[config.mk]
export PLATFORM = sky130hd
export DESIGN_NAME = operand_stack
export DESIGN_NICKNAME = d
export VERILOG_FILES = /design/src/rtl/operand_stack.sv
export SDC_FILE = /design/constraint.sdc
export NUM_CORES = 1
export LEC_CHECK = 0
export CORE_AREA = 10 10 210 212
export CTS_CLUSTER_DIAMETER = 60
export DETAILED_ROUTE_END_ITERATION = 10
export DIE_AREA = 0 0 220 222
export GPL_TIMING_DRIVEN = 0
export SLEW_MARGIN = 30
export SYNTH_ARGS = -nofsm -noshare
export SYNTH_HDL_FRONTEND = slang
export SYNTH_SLANG_ARGS = --single-unit
[constraint.sdc]
create_clock -name clk -period 4.45 [get_ports clk]
set_input_delay 0.89 -clock clk [delete_from_list [all_inputs] [get_ports clk]]
set_output_delay 0.89 -clock clk [all_outputs]
set_load 0.05 [all_outputs]
[src/rtl/operand_stack.sv]
// Operand stack feeding a two-input ALU: registered top/second outputs, ALU writeback paths.
// Define OPERAND_STACK_GUARD_EN to latch sticky ovf/udf on suppressed commands.
module operand_stack #(
    parameter int DEPTH = 8,
    parameter int WIDTH = 8
) (
    input  logic                       clk,
    input  logic                       rst_n,
    input  logic [2:0]                 cmd,
    input  logic [WIDTH-1:0]           push_data,
    input  logic [WIDTH-1:0]           wb0,
    input  logic [WIDTH-1:0]           wb1,
    output logic [WIDTH-1:0]           stack0,
    output logic [WIDTH-1:0]           stack1,
    output logic [$clog2(DEPTH):0]     count,
    output logic                       full,
    output logic                       empty,
    output logic                       ovf,
    output logic                       udf
);
    localparam int AW = $clog2(DEPTH);
    localparam int CW = AW + 1;

    localparam logic [2:0] CMD_PUSH   = 3'b001;
    localparam logic [2:0] CMD_POP    = 3'b010;
    localparam logic [2:0] CMD_WB2    = 3'b011;
    localparam logic [2:0] CMD_REDUCE = 3'b100;
    localparam logic [2:0] CMD_DUP    = 3'b101;
    localparam logic [2:0] CMD_SWAP   = 3'b110;
    localparam logic [2:0] CMD_CLEAR  = 3'b111;

    logic [WIDTH-1:0] mem_q [DEPTH];
    logic [WIDTH-1:0] mem_d [DEPTH];
    logic [AW-1:0]    wp_q, wp_d;
    logic [CW-1:0]    cnt_q, cnt_d;
    logic [WIDTH-1:0] s0_q, s0_d, s1_q, s1_d;
    logic             ovf_q, ovf_d, udf_q, udf_d;

    logic             is_full, lt1, lt2;
    logic [AW-1:0]    top_idx, sec_idx, thr_idx;
    logic [WIDTH-1:0] third;

    // wp_q is the next free slot; indices wrap naturally in AW bits
    assign top_idx = wp_q - AW'(1);
    assign sec_idx = wp_q - AW'(2);
    assign thr_idx = wp_q - AW'(3);
    assign is_full = (cnt_q == CW'(DEPTH));
    assign lt1     = (cnt_q < CW'(1));
    assign lt2     = (cnt_q < CW'(2));
    assign third   = (cnt_q >= CW'(3)) ? mem_q[thr_idx] : '0;

    always_comb begin
        mem_d = mem_q;
        wp_d  = wp_q;
        cnt_d = cnt_q;
        s0_d  = s0_q;
        s1_d  = s1_q;
        ovf_d = ovf_q;
        udf_d = udf_q;
        // unknown cmd falls into default and behaves as NOP
        case (cmd)
            CMD_PUSH: begin
                if (is_full) begin
`ifdef OPERAND_STACK_GUARD_EN
                    ovf_d = 1'b1;
`endif
                end else begin
                    mem_d[wp_q] = push_data;
                    wp_d  = wp_q + AW'(1);
                    cnt_d = cnt_q + CW'(1);
                    s0_d  = push_data;
                    s1_d  = s0_q;
                end
            end
            CMD_DUP: begin
                if (is_full) begin
`ifdef OPERAND_STACK_GUARD_EN
                    ovf_d = 1'b1;
`endif
                end else if (lt1) begin
`ifdef OPERAND_STACK_GUARD_EN
                    udf_d = 1'b1;
`endif
                end else begin
                    mem_d[wp_q] = s0_q;
                    wp_d  = wp_q + AW'(1);
                    cnt_d = cnt_q + CW'(1);
                    s1_d  = s0_q;
                end
            end
            CMD_POP: begin
                if (lt1) begin
`ifdef OPERAND_STACK_GUARD_EN
                    udf_d = 1'b1;
`endif
                end else begin
                    wp_d  = wp_q - AW'(1);
                    cnt_d = cnt_q - CW'(1);
                    s0_d  = s1_q;
                    s1_d  = third;
                end
            end
            CMD_WB2: begin
                if (lt2) begin
`ifdef OPERAND_STACK_GUARD_EN
                    udf_d = 1'b1;
`endif
                end else begin
                    mem_d[top_idx] = wb0;
                    mem_d[sec_idx] = wb1;
                    s0_d = wb0;
                    s1_d = wb1;
                end
            end
            CMD_REDUCE: begin
                if (lt2) begin
`ifdef OPERAND_STACK_GUARD_EN
                    udf_d = 1'b1;
`endif
                end else begin
                    mem_d[sec_idx] = wb0;
                    wp_d  = wp_q - AW'(1);
                    cnt_d = cnt_q - CW'(1);
                    s0_d  = wb0;
                    s1_d  = third;
                end
            end
            CMD_SWAP: begin
                if (lt2) begin
`ifdef OPERAND_STACK_GUARD_EN
                    udf_d = 1'b1;
`endif
                end else begin
                    mem_d[top_idx] = s1_q;
                    mem_d[sec_idx] = s0_q;
                    s0_d = s1_q;
                    s1_d = s0_q;
                end
            end
            CMD_CLEAR: begin
                wp_d  = '0;
                cnt_d = '0;
                s0_d  = '0;
                s1_d  = '0;
                ovf_d = 1'b0;
                udf_d = 1'b0;
            end
            default: ;
        endcase
    end

    always_ff @(posedge clk or negedge rst_n) begin
        if (!rst_n) begin
            for (int i = 0; i < DEPTH; i++) mem_q[i] <= '0;
            wp_q  <= '0;
            cnt_q <= '0;
            s0_q  <= '0;
            s1_q  <= '0;
            ovf_q <= 1'b0;
            udf_q <= 1'b0;
        end else begin
            mem_q <= mem_d;
            wp_q  <= wp_d;
            cnt_q <= cnt_d;
            s0_q  <= s0_d;
            s1_q  <= s1_d;
            ovf_q <= ovf_d;
            udf_q <= udf_d;
        end
    end

    assign stack0 = s0_q;
    assign stack1 = s1_q;
    assign count  = cnt_q;
    assign full   = is_full;
    assign empty  = (cnt_q == '0);
    assign ovf    = ovf_q;
    assign udf    = udf_q;
endmodule

* After elaboration in Yosys (flattened, before gate mapping)
Cells that the tools add are included.
** Operators by class
- Add/sub/neg operators :: 6
- Magnitude comparators :: 10
- Equal/unequal tests :: 16
- Mux-type cells :: 49
- Bitwise logic cells :: 4
- Reductions and logical operators :: 13
** Operators with widths (number)
- bitwise mux 64 bit :: 7
- 2-to-1 mux 64 bit :: 6
- case mux 64 bit (5 select lines) :: 1
- 2-to-1 mux 8 bit :: 17
- demux 8 bit (select 3 bit) :: 3
- case mux 8 bit (7 select lines) :: 1
- case mux 8 bit (5 select lines) :: 1
- binary-select mux 8 bit (select 3 bit) :: 1
- 2-to-1 mux 4 bit :: 5
- case mux 4 bit (5 select lines) :: 1
- >= comparator 4 bit, second input constant :: 4
- < comparator 4 x 1 -> 1 bit, second input constant :: 4
- inequality test 2 bit, second input constant :: 8
- inverter 3 -> 4 bit :: 4
- 2-to-1 mux 3 bit :: 5
- case mux 3 bit (5 select lines) :: 1
- nonzero test 5 bit :: 3
- == test 3 bit, second input constant :: 4
- AND reduction 8 bit :: 1
- AND reduction 7 bit :: 1
- nonzero test 7 bit :: 1
- == test 3 x 2 -> 1 bit, second input constant :: 2
- AND reduction 6 bit :: 1
- subtractor 3 x 2 -> 3 bit, second input constant :: 2
- 12 further kinds :: 14
** Storage, ports and cells
- Bits in registers :: 87
- Output and inout port bits :: 24
- Word-level logic and storage cells :: 110

* Depth between registers and ports, before layout
Gate-level depths: netlist of the first run.
- Word-level depth :: 10
- Depth in mapped cells :: 12

* Worst setup path before layout of the first run
Ideal clock, no wire load.
- Path type :: reg2out
- Start point :: reg cnt_q[0] (netlist: count[0])
- End point :: out empty
- Arrival time :: 2115 ps
- Data required time :: 3560 ps
- Setup slack :: 1445 ps
- Stages on the path, launching flop included :: 4
- Cell sequence :: dfrtp_1 inv_1 ha_1 nor3b_1
** Between the ends
- Word-level cells in the longest chain between the ends :: 1
** Ends and longest elaborated chain
- from (decl) :: line 35 : logic [CW-1:0] cnt_q, cnt_d;
- from (signal assigned) :: line 164 : cnt_q <= cnt_d;
- zero test 4 bit :: line 176 : assign empty = (cnt_q == '0);
- to (decl) :: line 17 : output logic empty,
Every way passes these cells.

==> results of run 1 <==
-- critical path: stages, from the launching register on --
cell      delay [ns]
dfrtp_1         0.36
buf_2           0.18
buf_4           0.25
clkbuf_2        0.44
inv_1           0.18
ha_1            0.61
buf_4           0.36
nand2_1         0.39
clkbuf_1        0.45
o21ai_0         0.35
a21oi_1         0.10
nor4_1          0.29
a21oi_1         0.12
-- worst max-delay path by stage --
stage / from / to / slack [ns] / depth (start not counted)
detailed placement: wp_q[0] / register / 0.02 / 12
global placement: rst_n / asynchronous set/reset pin / -2.00 / 1
finish: wp_q[0] / register / 0.20 / 12
global route: wp_q[0] / register / 0.07 / 12
floorplan: count[0] / empty / 1.44 / 3
CTS: wp_q[0] / register / 0.02 / 12
-- timing repair --
action | 4_1_cts | 5_1_grt
buffers inserted | 0 | 0
resized for setup | 1 | 1
cloned | 0 | 0
endpoints found under the hold margin | 0 | 0
pin swaps | 0 | 0
setup endpoints to repair | 1 | 24
-- metrics by stage --
step | setup WS [ns] | power, mW | std cells | cell area (um2) | util
2_1_floorplan | 1.44 | 5.70 | 1380 | 9880 | -
3_3_place_gp | -2.00 | 9.12 | 1947 | 11000 | 0.276
3_5_place_dp | 0.0181 | 9.06 | 1951 | 11100 | 0.279
4_1_cts | 0.0174 | 9.97 | 1967 | 11400 | 0.287
5_1_grt | 0.0701 | 10.5 | 1967 | 11400 | 0.287
6_report | 0.196 | 10.4 | 1970 | 11400 | 0.287
-- synth_stat cells, types with 4 or more instances --
master     instances  area (um2)
mux2_4             8         120
a221o_1            8        80.1
nor4_1            18         113
nor3b_2            4        50.1
o21ai_2            5        43.8
nor2b_1           19         119
a22o_1             6        52.6
a21oi_1          189         946
a2111oi_0         17         149
o21ai_1           18        90.1
inv_1             15        56.3
and3b_1            6        52.6
o21a_1             4        30.0
nand3_1           96         480
ha_1               5        62.6
buf_2             59         295
a31oi_1          117         732
dfrtp_1           87        2180
o2bb2ai_1         24         210
o211ai_1          27         203
or3_1              4        25.0
buf_4             19         143
o21ai_0          159         796
buf_6              6        67.6
mux2_2             7        78.8
o221ai_1          10        87.6
nand2_1           90         338
and3_1             8        50.1
nor3_1            19        95.1
nand2b_1           5        31.3
nand3b_1           5        37.5
a22oi_1           13        97.6
o22ai_1           22         138
clkbuf_1          93         349
buf_1              4        15.0
nor2_1            81         304
mux4_2            16         360
mux2i_1           26         260
-- final cells by class --
cell class,count,area (um2)
Buffer,181,887
Inverter,15,56.3
Antenna cell,3,7.51
Fill cell,4435,28300
Clock buffer,10,239
Timing Repair Buffer,46,480
Tap cell,525,657
Clock inverter,6,60.1
Sequential cell,87,2180
Multi-Input combinational cell,1097,6820
-- cell families (layout without fill, tap and decap cells) --
logic type	after synthesis	count (layout)	share of synthesized area
compound gates	651	651	0.399
xor+xnor	5	5	0.00595
fa+ha+maj	5	5	0.00633
buf+inv	196	258	0.0937
flops	87	87	0.220
mux	57	57	0.0830
other cells	1	5	0.000380
simple gates	377	377	0.191
-- cells in the final DEF, fill, tap and decap left out, drive strengths merged, types with 16 or more instances in the layout --
| master | count |
|---|---|
| a21oi | 189 |
| nor2b | 19 |
| clkdlybuf4s50 | 41 |
| o2bb2ai | 24 |
| o22ai | 22 |
| mux2i | 26 |
| nor2 | 81 |
| o21ai | 182 |
| buf | 92 |
| nor4 | 18 |
| o211ai | 27 |
| nand3 | 98 |
| dfrtp | 87 |
| nand2 | 90 |
| a2111oi | 18 |
| a31oi | 117 |
| clkbuf | 104 |
| mux4 | 16 |
| nor3 | 20 |
-- report_power, final --
group | internal (mW) | switching (mW) | total [mW]
registers | 1.17 | 0.788 | 1.96
clock network | 0.449 | 0.456 | 0.905
logic | 2.06 | 5.53 | 7.59
-- routing by layer --
metal / vias up / track usage / routed length, um / share of wire
li1: 5388 / - / - / -
met1: 6776 / 0.404 / 31300 / 0.39
met3: 272 / 0.100 / 9860 / 0.12
met2: 1164 / 0.445 / 33000 / 0.41
met4: 6 / 0.215 / 5520 / 0.069
met5: - / 0 / 52 / 0.00065
==> results.py, run 1 <==
metrics = {
    "cts": {
        "cts_root_buf": "clkbuf_16",
        "clk_pin_slew_worst_paths_ns": 0.09,
        "hold_buffers": 0,
        "htreeDepth": 3,
        "tritoncts": "built",
        "cts_buffer_depth": 2,
        "cts-buffers-inserted": 9,
        "cts_sinks": 87,
        "clk_latency_ns": 0.42,
    },
    "synth": {
        "netlist_instances": 1379,
        "synth_area_um2": 9880,
        "yosysWarningCount": 0,
        "synthFlopType": "dfrtp_1",
        "ys_async_sr_fraction": 1.00,
        "synth.distinct_cells": 79,
        "ys_ff_latch": 87,
        "synth-edff-count": 0,
        "synth_area_per_cell_um2": 7.16,
        "seq_area_frac_synth": 0.220,
    },
    "route": {
        "drtAntennaViolNets": 0,
        "route.detailed.drc": 0,
        "vias_per_cell": 6.91,
        "routed_wl_um": 79700,
        "wl_per_cell_um": 40.5,
        "vias": 13600,
        "drt_iter0_drc": 2589,
        "firstDrtPassIters": 6,
    },
    "worst_setup_path": {
        "crit_arrival_ns": 4.53,
        "crit_path_start_kind": "register",
        "path_max_fanout": 10,
        "rr_worst_depth": 12,
        "critPathCaptureType": "register",
        "rrSetupSlack_ns": 0.20,
        "r2r_start": "wp_q[0]",
        "cp.required_ns": 4.73,
        "crit_type": "register to register",
    },
    "timing": {
        "slew_headroom": 0.223,
        "fmaxAchievable_mhz": 235,
        "worst_hold_slack_ns": 0.333,
        "period_share": 0.956,
        "finalSetupViolCount": 0,
        "finalSetupTns_ns": 0,
        "hold_violations": 0,
        "fin_crit_ns": 4.25,
        "slew_viol_final": 0,
        "rsz0062_at_grt": "no",
        "worst_pin_slew_ns": 1.16,
        "skew_ns": 0.0239,
    },
    "global_route": {
        "grt_pass1_vias": 12700,
        "track_usage": 0.317,
        "antenna_found_initial": 6,
        "grt_pass1_wl_um": 108000,
        "grt.overflow.total": 0,
        "grt_max_degree": 58,
    },
    "floorplan": {
        "dieArea_um2": 48800,
        "chipWidth_um": 220,
        "coreArea_um2": 39600,
        "dieHeight_um": 222,
        "start_util": 0.249,
        "pin_count": 53,
        "placement_rows": 73,
    },
    "place": {
        "dpl.hpwl_um": 56200,
        "port_buffers": 42,
        "gp_congestion": 1.10,
    },
    "power": {
        "leakage_nw": 3.99,
        "powerDensity_nw_per_um2": 918,
        "peakVddDrop_uv": 382,
    },
    "layout": {
        "drive_gt1_frac": 0.123,
        "fin_nets": 1471,
        "area_growth_pct": 15.2,
    },
    "outcome": {
        "outcome": "completed",
    },
    "run": {
        "drv_cap": 0,
    },
    "hold_path": {
        "hp-class": "input port to asynchronous set/reset pin",
    },
}
Note: power is estimated with default switching activity, not from simulation.
==> run 2, diff against run 1 <==
--- a/config.mk
+++ b/config.mk
@@ -14,3 +14,4 @@
 export SYNTH_ARGS = -nofsm -noshare
 export SYNTH_HDL_FRONTEND = slang
 export SYNTH_SLANG_ARGS = --single-unit
+export TNS_END_PERCENT = 20
==> results of run 2 <==
No change in the layout: final DEF, timing and power equal those of run 1.
